<file path="src/rtl/regfile_scoreboard.sv">
// Two-read / one-write register file with optional hard-wired zero register,
// same-cycle write bypass, synchronous clear and a per-register busy scoreboard.
module regfile_scoreboard #(
    parameter int DATA_W   = 32,
    parameter int ADDR_W   = 5,
    parameter int ZERO_REG = 1,
    parameter int BYPASS   = 1
) (
    input  logic              clock,
    input  logic              reset,
    input  logic [ADDR_W-1:0] read_reg1,
    input  logic [ADDR_W-1:0] read_reg2,
    output logic [DATA_W-1:0] read_data1,
    output logic [DATA_W-1:0] read_data2,
    output logic              read_busy1,
    output logic              read_busy2,
    input  logic [ADDR_W-1:0] write_reg,
    input  logic [DATA_W-1:0] write_data,
    input  logic              reg_write,
    input  logic [ADDR_W-1:0] alloc_reg,
    input  logic              alloc_en,
    output logic [ADDR_W:0]   busy_count
);

    localparam int DEPTH = 1 << ADDR_W;
    localparam bit ZR    = (ZERO_REG != 0);
    localparam bit BP    = (BYPASS != 0);

    logic [DATA_W-1:0] r_regs [DEPTH];
    logic [DEPTH-1:0]  r_busy;
    logic [ADDR_W:0]   r_busy_count;

    logic              w_wr_eff;
    logic              w_al_eff;
    logic              w_inc;
    logic              w_dec;
    logic [DEPTH-1:0]  w_busy_next;

    // Operations aimed at the zero register are dropped entirely.
    assign w_wr_eff = reg_write && !(ZR && (write_reg == '0));
    assign w_al_eff = alloc_en  && !(ZR && (alloc_reg == '0));

    // Count tracks the popcount incrementally; a re-allocation of the
    // register being written back keeps it busy, so no decrement then.
    assign w_inc = w_al_eff && !r_busy[alloc_reg];
    assign w_dec = w_wr_eff && r_busy[write_reg] && !(w_al_eff && (alloc_reg == write_reg));

    generate
        for (genvar gi = 0; gi < DEPTH; gi++) begin : g_busy
            assign w_busy_next[gi] = (w_al_eff && (alloc_reg == ADDR_W'(gi))) ? 1'b1 :
                                     (w_wr_eff && (write_reg == ADDR_W'(gi))) ? 1'b0 :
                                     r_busy[gi];
        end
    endgenerate

    always_ff @(posedge clock) begin
        if (reset) begin
            for (int i = 0; i < DEPTH; i++) begin
                r_regs[i] <= '0;
            end
        end else if (w_wr_eff) begin
            r_regs[write_reg] <= write_data;
        end
    end

    always_ff @(posedge clock) begin
        if (reset) begin
            r_busy       <= '0;
            r_busy_count <= '0;
        end else begin
            r_busy       <= w_busy_next;
            r_busy_count <= r_busy_count + (ADDR_W+1)'(w_inc) - (ADDR_W+1)'(w_dec);
        end
    end

    assign busy_count = r_busy_count;

    logic [ADDR_W-1:0] w_rd_addr [2];
    logic [DATA_W-1:0] w_rd_data [2];
    logic [1:0]        w_rd_busy;
    logic [1:0]        w_rd_zero;
    logic [1:0]        w_hit;

    assign w_rd_addr[0] = read_reg1;
    assign w_rd_addr[1] = read_reg2;

    generate
        for (genvar gi = 0; gi < 2; gi++) begin : g_rd
            assign w_rd_zero[gi] = ZR && (w_rd_addr[gi] == '0);
            assign w_hit[gi]     = BP && reg_write && (write_reg == w_rd_addr[gi]) && !w_rd_zero[gi];
            assign w_rd_data[gi] = w_rd_zero[gi] ? '0 :
                                   w_hit[gi]     ? write_data :
                                   r_regs[w_rd_addr[gi]];
            // A writeback releases the stall this cycle unless a new producer claims it.
            assign w_rd_busy[gi] = r_busy[w_rd_addr[gi]] &&
                                   !(w_hit[gi] && !(alloc_en && (alloc_reg == w_rd_addr[gi])));
        end
    endgenerate

    assign read_data1 = w_rd_data[0];
    assign read_data2 = w_rd_data[1];
    assign read_busy1 = w_rd_busy[0];
    assign read_busy2 = w_rd_busy[1];

endmodule
</file>
<file path="config.mk">
export PLATFORM = sky130hd
export DESIGN_NAME = regfile_scoreboard
export DESIGN_NICKNAME = d
export VERILOG_FILES = /design/src/rtl/regfile_scoreboard.sv
export SDC_FILE = /design/constraint.sdc
export NUM_CORES = 2
export LEC_CHECK = 0
export CORE_MARGIN = 2
export CORE_UTILIZATION = 55
export CTS_CLUSTER_DIAMETER = 50
export DETAILED_ROUTE_END_ITERATION = 12
export GPL_ROUTABILITY_DRIVEN = 0
export GPL_TIMING_DRIVEN = 0
export PLACE_DENSITY_LB_ADDON = 0.08
export SYNTH_ARGS = -nofsm -noshare
export SYNTH_HDL_FRONTEND = slang
export SYNTH_SLANG_ARGS = --single-unit
</file>
<file path="constraint.sdc">
create_clock -name clock -period 5.51 [get_ports clock]
set_input_delay 1.102 -clock clock [delete_from_list [all_inputs] [get_ports clock]]
set_output_delay 1.102 -clock clock [all_outputs]
set_load 0.01 [all_outputs]
</file>
# Word-level counts from Yosys, hierarchy flattened

Memory sizes are Yosys's and may differ from the RTL's.
Cells that the tools add are included.

Add/sub/neg operators: 2
Multiply operators: 0
Div/mod/pow operators: 0
Magnitude comparators: 4
Equality and inequality tests: 67
Shift operators: 0
Muxes and demuxes: 84
Bitwise operators: 0
Reductions and logical operators: 127

Operator list:

| cell                                                                         | number |
|---|---|
| 5-bit equality test, second input constant                                   | 32 |
| 32-bit 2-to-1 mux                                                            | 5 |
| 5-bit by 4-bit equality test with 1-bit output, second input constant        | 16 |
| 1-bit logical AND                                                            | 80 |
| 1-bit 2-to-1 mux                                                             | 74 |
| 2-bit nonzero test                                                           | 32 |
| 5-bit by 3-bit equality test with 1-bit output, second input constant        | 8 |
| 32-bit OR reduction                                                          | 1 |
| 5-bit equality test                                                          | 5 |
| 5-bit by 6-bit less-than comparator with 1-bit output, second input constant | 4 |
| 1-bit binary-select mux with 5-bit select                                    | 4 |
| 5-bit by 2-bit equality test with 1-bit output, second input constant        | 4 |
| 5-bit logical NOT                                                            | 4 |
| 5-bit by 1-bit equality test with 1-bit output, second input constant        | 2 |
| 1-bit logical NOT                                                            | 10 |
| 6-bit by 1-bit adder with 6-bit output                                       | 1 |
| 6-bit by 1-bit subtractor with 6-bit output                                  | 1 |
| 5-bit 2-to-1 mux                                                             | 1 |

Flip-flop bits (word level): 38
Latch bits: 0
Bits in writable memories: 1024
Memory bits (read-only): 0
Output and inout bits: 72
Word-level logic and storage cells: 318
Memories kept: 1

Memories:

| name   | words | width | read ports | clocked after memory_dff | write ports | line | source |
|---|---|---|---|---|---|---|---|
| r_regs | 32    | 32    | 2          | 0                        | 32          | 29   | `logic [DATA_W-1:0] r_regs [DEPTH];` |

# Longest topological paths before layout

Depth in word-level cells: 8
Mapped depth: 16
Gate-level depth less buffers: 14

# Worst setup path after synthesis

OpenSTA, ideal clock, no wires.

Path kind: input port to flip-flop
Start point: input alloc_reg[0]
End point: register r_busy_count[4] (netlist: busy_count[4])
Setup time: 0.128 ns
Data arrival time: 4.036 ns
Path slack: 1.347 ns
Cell stages on the path: 15
Path buffers: 2
Path through: buf_2 -> buf_2 -> mux4_2 -> mux4_2 -> nand2_1 -> nand3_1 -> ha_1 -> inv_1 -> ha_1 -> fa_1 -> a21oi_1 -> nor2_1 -> nor2_1 -> xor2_1 -> nor2_1

Longest elaborated chain between the ends: 7
Elaborated cells between the ends (all ways): 13
Classes of those cells: add/sub (2); eq/ne (1); mux (2); reduce/logical (8)

Ends and longest elaborated chain:

| what                                                                           | line | source |
|---|---|---|
| start: declaration                                                             | 20   | `input logic [ADDR_W-1:0] alloc_reg,` |
| branches (longest 6 deep; another with 6-bit by 1-bit adder with 6-bit output) | --   |  |
| 6-bit by 1-bit subtractor with 6-bit output *                                  | 72   | `r_busy_count <= r_busy_count + (ADDR_W+1)'(w_inc) - (ADDR_W+1)'(w_dec);` |
| end signal: assignment                                                         | 72   |  |
| end: declaration                                                               | 31   | `logic [ADDR_W:0] r_busy_count;` |

Every way passes the cells marked *. The select of a mux whose other input is x is not followed.
A chain may end at the register's enable or synchronous reset.

# Worst setup path in the final report

Start point: input read_reg2[2]
End point: output read_data2[18]

Longest elaborated chain between the ends: 5
Elaborated cells between the ends (all ways): 8
Classes of those cells: eq/ne (1); mux (2); reduce/logical (4); memory (1)

Ends and longest elaborated chain:

| what                                                       | line | source |
|---|---|---|
| start: declaration                                         | 12   | `input logic [ADDR_W-1:0] read_reg2,` |
| branches (longest 4 deep; another with memory 32 x 32 bit) | --   |  |
| 32-bit 2-to-1 mux *                                        | 91   | `assign w_rd_data[gi] = w_rd_zero[gi] ? '0 :` |
| end: declaration                                           | 14   | `output logic [DATA_W-1:0] read_data2,` |

Every way passes the cells marked *.

==> flow_summary.json <==
{
  "cts_made_buffers": 136,
  "period_needed_ns": 5.640,
  "cp-end-kind": "output port",
  "grt_pass1_vias": 41054,
  "drive_gt1_share_pct": 24.58,
  "yosys.area_share.simple_pct": 14.48,
  "synth_fa_ha_area_share_pct": 0.1644,
  "cts.sinks": 1062,
  "ys_warn_count": 0,
  "synthTopCellsByArea": "edfxtp_1 (53%), mux4_2 (18%), and2_1 (11%)",
  "grt_start_max_net_pins": 32,
  "multi_input_area_mm2": 0.02483,
  "critPathMaxFanout": 10,
  "netSwitchingFraction_pct": 27.15,
  "violations": "setup timing",
  "power_frac_seq_pct": 44.3,
  "grt-ovfl-total": 0,
  "pwr-share-comb_pct": 14.8,
  "die_h_um": 328.3,
  "yosysTopAreaCellShare_pct": 53.16,
  "fillers": 7785,
  "critPathKind": "input port to output port",
  "dp_worst_setup_slack_ns": -1.237,
  "tightest_slew_ns": 1.476,
  "avgSynthCellArea_um2": 14.17,
  "leakagePower_nw": 23.14,
  "drcViolationCount": 0,
  "fin_worst_skew_ns": 0.009457,
  "clk_latency_ns": 0.77,
  "die_area_mm2": 0.1078,
  "drtAntennaViolNets": 0,
  "worstHoldPathType": "flip-flop to flip-flop",
  "post-route-period-util_pct": 102.4,
  "antenna_found_initial": 10,
  "syn_area_mm2": 0.05784,
  "maxSlewHeadroom_pct": 1.363,
  "die_w_um": 328.3,
  "power.density_mw_per_mm2": 323.7,
  "wirelength_mm": 243.3,
  "yosysMostFrequentCell": "edfxtp_1",
  "regArea_mm2": 0.03151,
  "finalSetupViolations": 30,
  "async_flop_share_pct": 0,
  "switchingPower_mw": 5.855,
  "clk_pin_slew_ns": 0.06,
  "setup.worst_path.start_class": "input port",
  "initialDrtViolationCount": 8548,
  "synth_top_family_by_area": "multiplexers",
  "ir_drop_mv": 0.3670,
  "cts_tree": "built",
  "cp.arrival_ns": 4.54,
  "maxCapViolCount": 0,
  "io_pins": 128,
  "synthMuxAreaShare_pct": 21.67,
  "total_power_mw": 21.57,
  "synthXorXnorAreaFrac_pct": 0.4543,
  "synthFlopType": "edfxtp_1",
  "port_buffers": 115,
  "area_growth_pct": 15.19,
  "fin_ws_ns": -0.1295,
  "nNetsFinal": 4462,
  "fmax_mhz": 177.3,
  "cts_max_level": 4,
  "status": "complete, but fails checks",
  "synthDistinctLibCells": 58,
  "synth_commonest_cells": "edfxtp_1 (1,024), and2_1 (1,000), mux4_2 (469)",
  "pwr-share-clk_pct": 40.9,
  "viasPerCell": 7.313,
  "synth_compound_area_share_pct": 5.079,
  "synth_seq_cells": 1062,
  "synthCells": 4081,
  "worstPathRequired_ns": 4.41,
  "vias": 43075,
  "track_usage_pct": 45.18,
  "start_util_pct": 55.65,
  "p_int_mw": 15.71,
  "post-dp-hpwl_mm": 172.1,
  "drv_slew": 0,
  "root_buffer": "clkbuf_16",
  "grt_pass1_wl_mm": 325.5,
  "synth_edf_count": 1024,
  "synth_seq_area_share_pct": 54.48,
  "yosys.area.top_type": "edfxtp_1",
  "detail_route.first_pass.iterations": 8,
  "core_area_mm2": 0.1039,
  "clockBufferDepth": 3,
  "wl_per_cell_um": 41.31,
  "timing.final.hold_violations": 0,
  "rows": 118
}
-- area by class of cell --
type	count	share of cell area (%)
clock inverter	75	0.9765
timing repair buffer	154	2.802
sequential	1062	47.29
multi-input combinational	2577	37.26
antenna	7	0.02629
clock buffer	167	5.538
inverter	42	0.2366
buffer	426	3.273
tap	1380	2.592
-- layer usage --
metal	GRT usage, %	part of all wire, %	vias to the layer above
met1	54.76	32	21518
met2	64.39	43	4242
met3	19.31	16	1044
met5	2.041	0.095	-
li1	-	-	16257
met4	33.18	9.1	14
-- through the flow --
step	std cells	setup TNS, ns	hold WS, ns	utilization [%]	area (µm²)
5_1_grt	5884	-0.02210	0.5486	64.09	66610
3_5_place_dp	5640	-47.62	0.5069	59.20	61530
4_1_cts	5878	-0.01940	0.5152	63.88	66400
2_1_floorplan	4112	0	0.4718	-	57960
3_3_place_gp	5607	-48.23	0.5016	58.53	60840
6_report	5890	-1.870	0.5243	64.10	66630
-- placed cells by master (no fill, tap or decap), types with 18 or more instances in the layout --
master | netlist | routed
xor2_1 | 19 | 19
mux2_2 | 88 | 88
nor3_1 | 92 | 76
buf_2 | 83 | 70
nand3_1 | 28 | 27
buf_4 | 41 | 54
o211ai_1 | 33 | 33
inv_1 | 42 | 42
clkdlybuf4s50_1 | 0 | 111
a21o_2 | 0 | 30
o21ai_0 | 30 | 30
mux4_2 | 469 | 469
clkbuf_2 | 1 | 31
nor2_1 | 149 | 146
nor3_2 | 6 | 18
edfxtp_1 | 1024 | 1024
clkinv_2 | 0 | 22
nand2_1 | 64 | 60
and2_1 | 1000 | 998
a21oi_1 | 36 | 35
conb_1 | 1 | 32
clkbuf_16 | 0 | 144
o22ai_1 | 122 | 121
a22o_1 | 33 | 29
mux2i_1 | 98 | 98
clkbuf_1 | 277 | 246
a22oi_1 | 83 | 81
dfxtp_1 | 38 | 38
clkinv_1 | 0 | 21
buf_12 | 0 | 33
buf_6 | 11 | 24
-- what timing repair did --
| action | 4_1_cts | 5_1_grt |
|---|---|---|
| hold buffers | 0 | 0 |
| pin swaps | 6 | 6 |
| endpoints found under the setup margin | 66 | 49 |
| setup buffers | 0 | 6 |
| gates resized for setup | 155 | 70 |
| gates cloned | 0 | 0 |
-- flip-flops by register name, indices dropped and copies added (netlist names) --
name,flops
busy_count,6
r_busy,32
r_regs,1024
-- power by group through the flow --
| stage | sequential (mW) | clock, mW | combinational (mW) |
|---|---|---|---|
| 2_1_floorplan | 9.61 | 0 | 1.62 |
| 3_3_place_gp | 9.69 | 0 | 2.88 |
| 3_5_place_dp | 9.70 | 0 | 2.96 |
| 4_1_cts | 9.53 | 8.71 | 3.02 |
| 5_1_grt | 9.58 | 9.04 | 3.19 |
| 6_report | 9.55 | 8.82 | 3.20 |
-- worst paths after layout --
| check | start | endpoint | slack [ns] | cells past startpoint |
|---|---|---|---|---|
| setup reg to reg | r_busy[28] | busy_count[4] | 2.27 | 13 |
| hold / removal | r_busy[8] | r_busy[8] | 0.52 | 2 |
| setup / recovery | read_reg2[2] | read_data2[18] | -0.13 | 9 |
| hold reg to reg | r_busy[8] | r_busy[8] | 0.52 | 2 |
-- critical path, cell delays in order --
cell,delay (ns)
clkdlybuf4s50_1,0.54
clkbuf_4,0.29
nor2_4,0.40
clkbuf_2,0.52
a22o_1,0.32
nor2_1,0.12
nor3_1,0.27
a211o_1,0.36
clkdlybuf4s50_1,0.61
-- logic make-up after synthesis --
logic type	Yosys count
simple gates	1436
fa+ha+maj	7
buf+inv	473
mux	655
xor+xnor	30
compound gates	417
other cells	1
flops	1062
No activity file was read; power rests on OpenSTA's default activity.
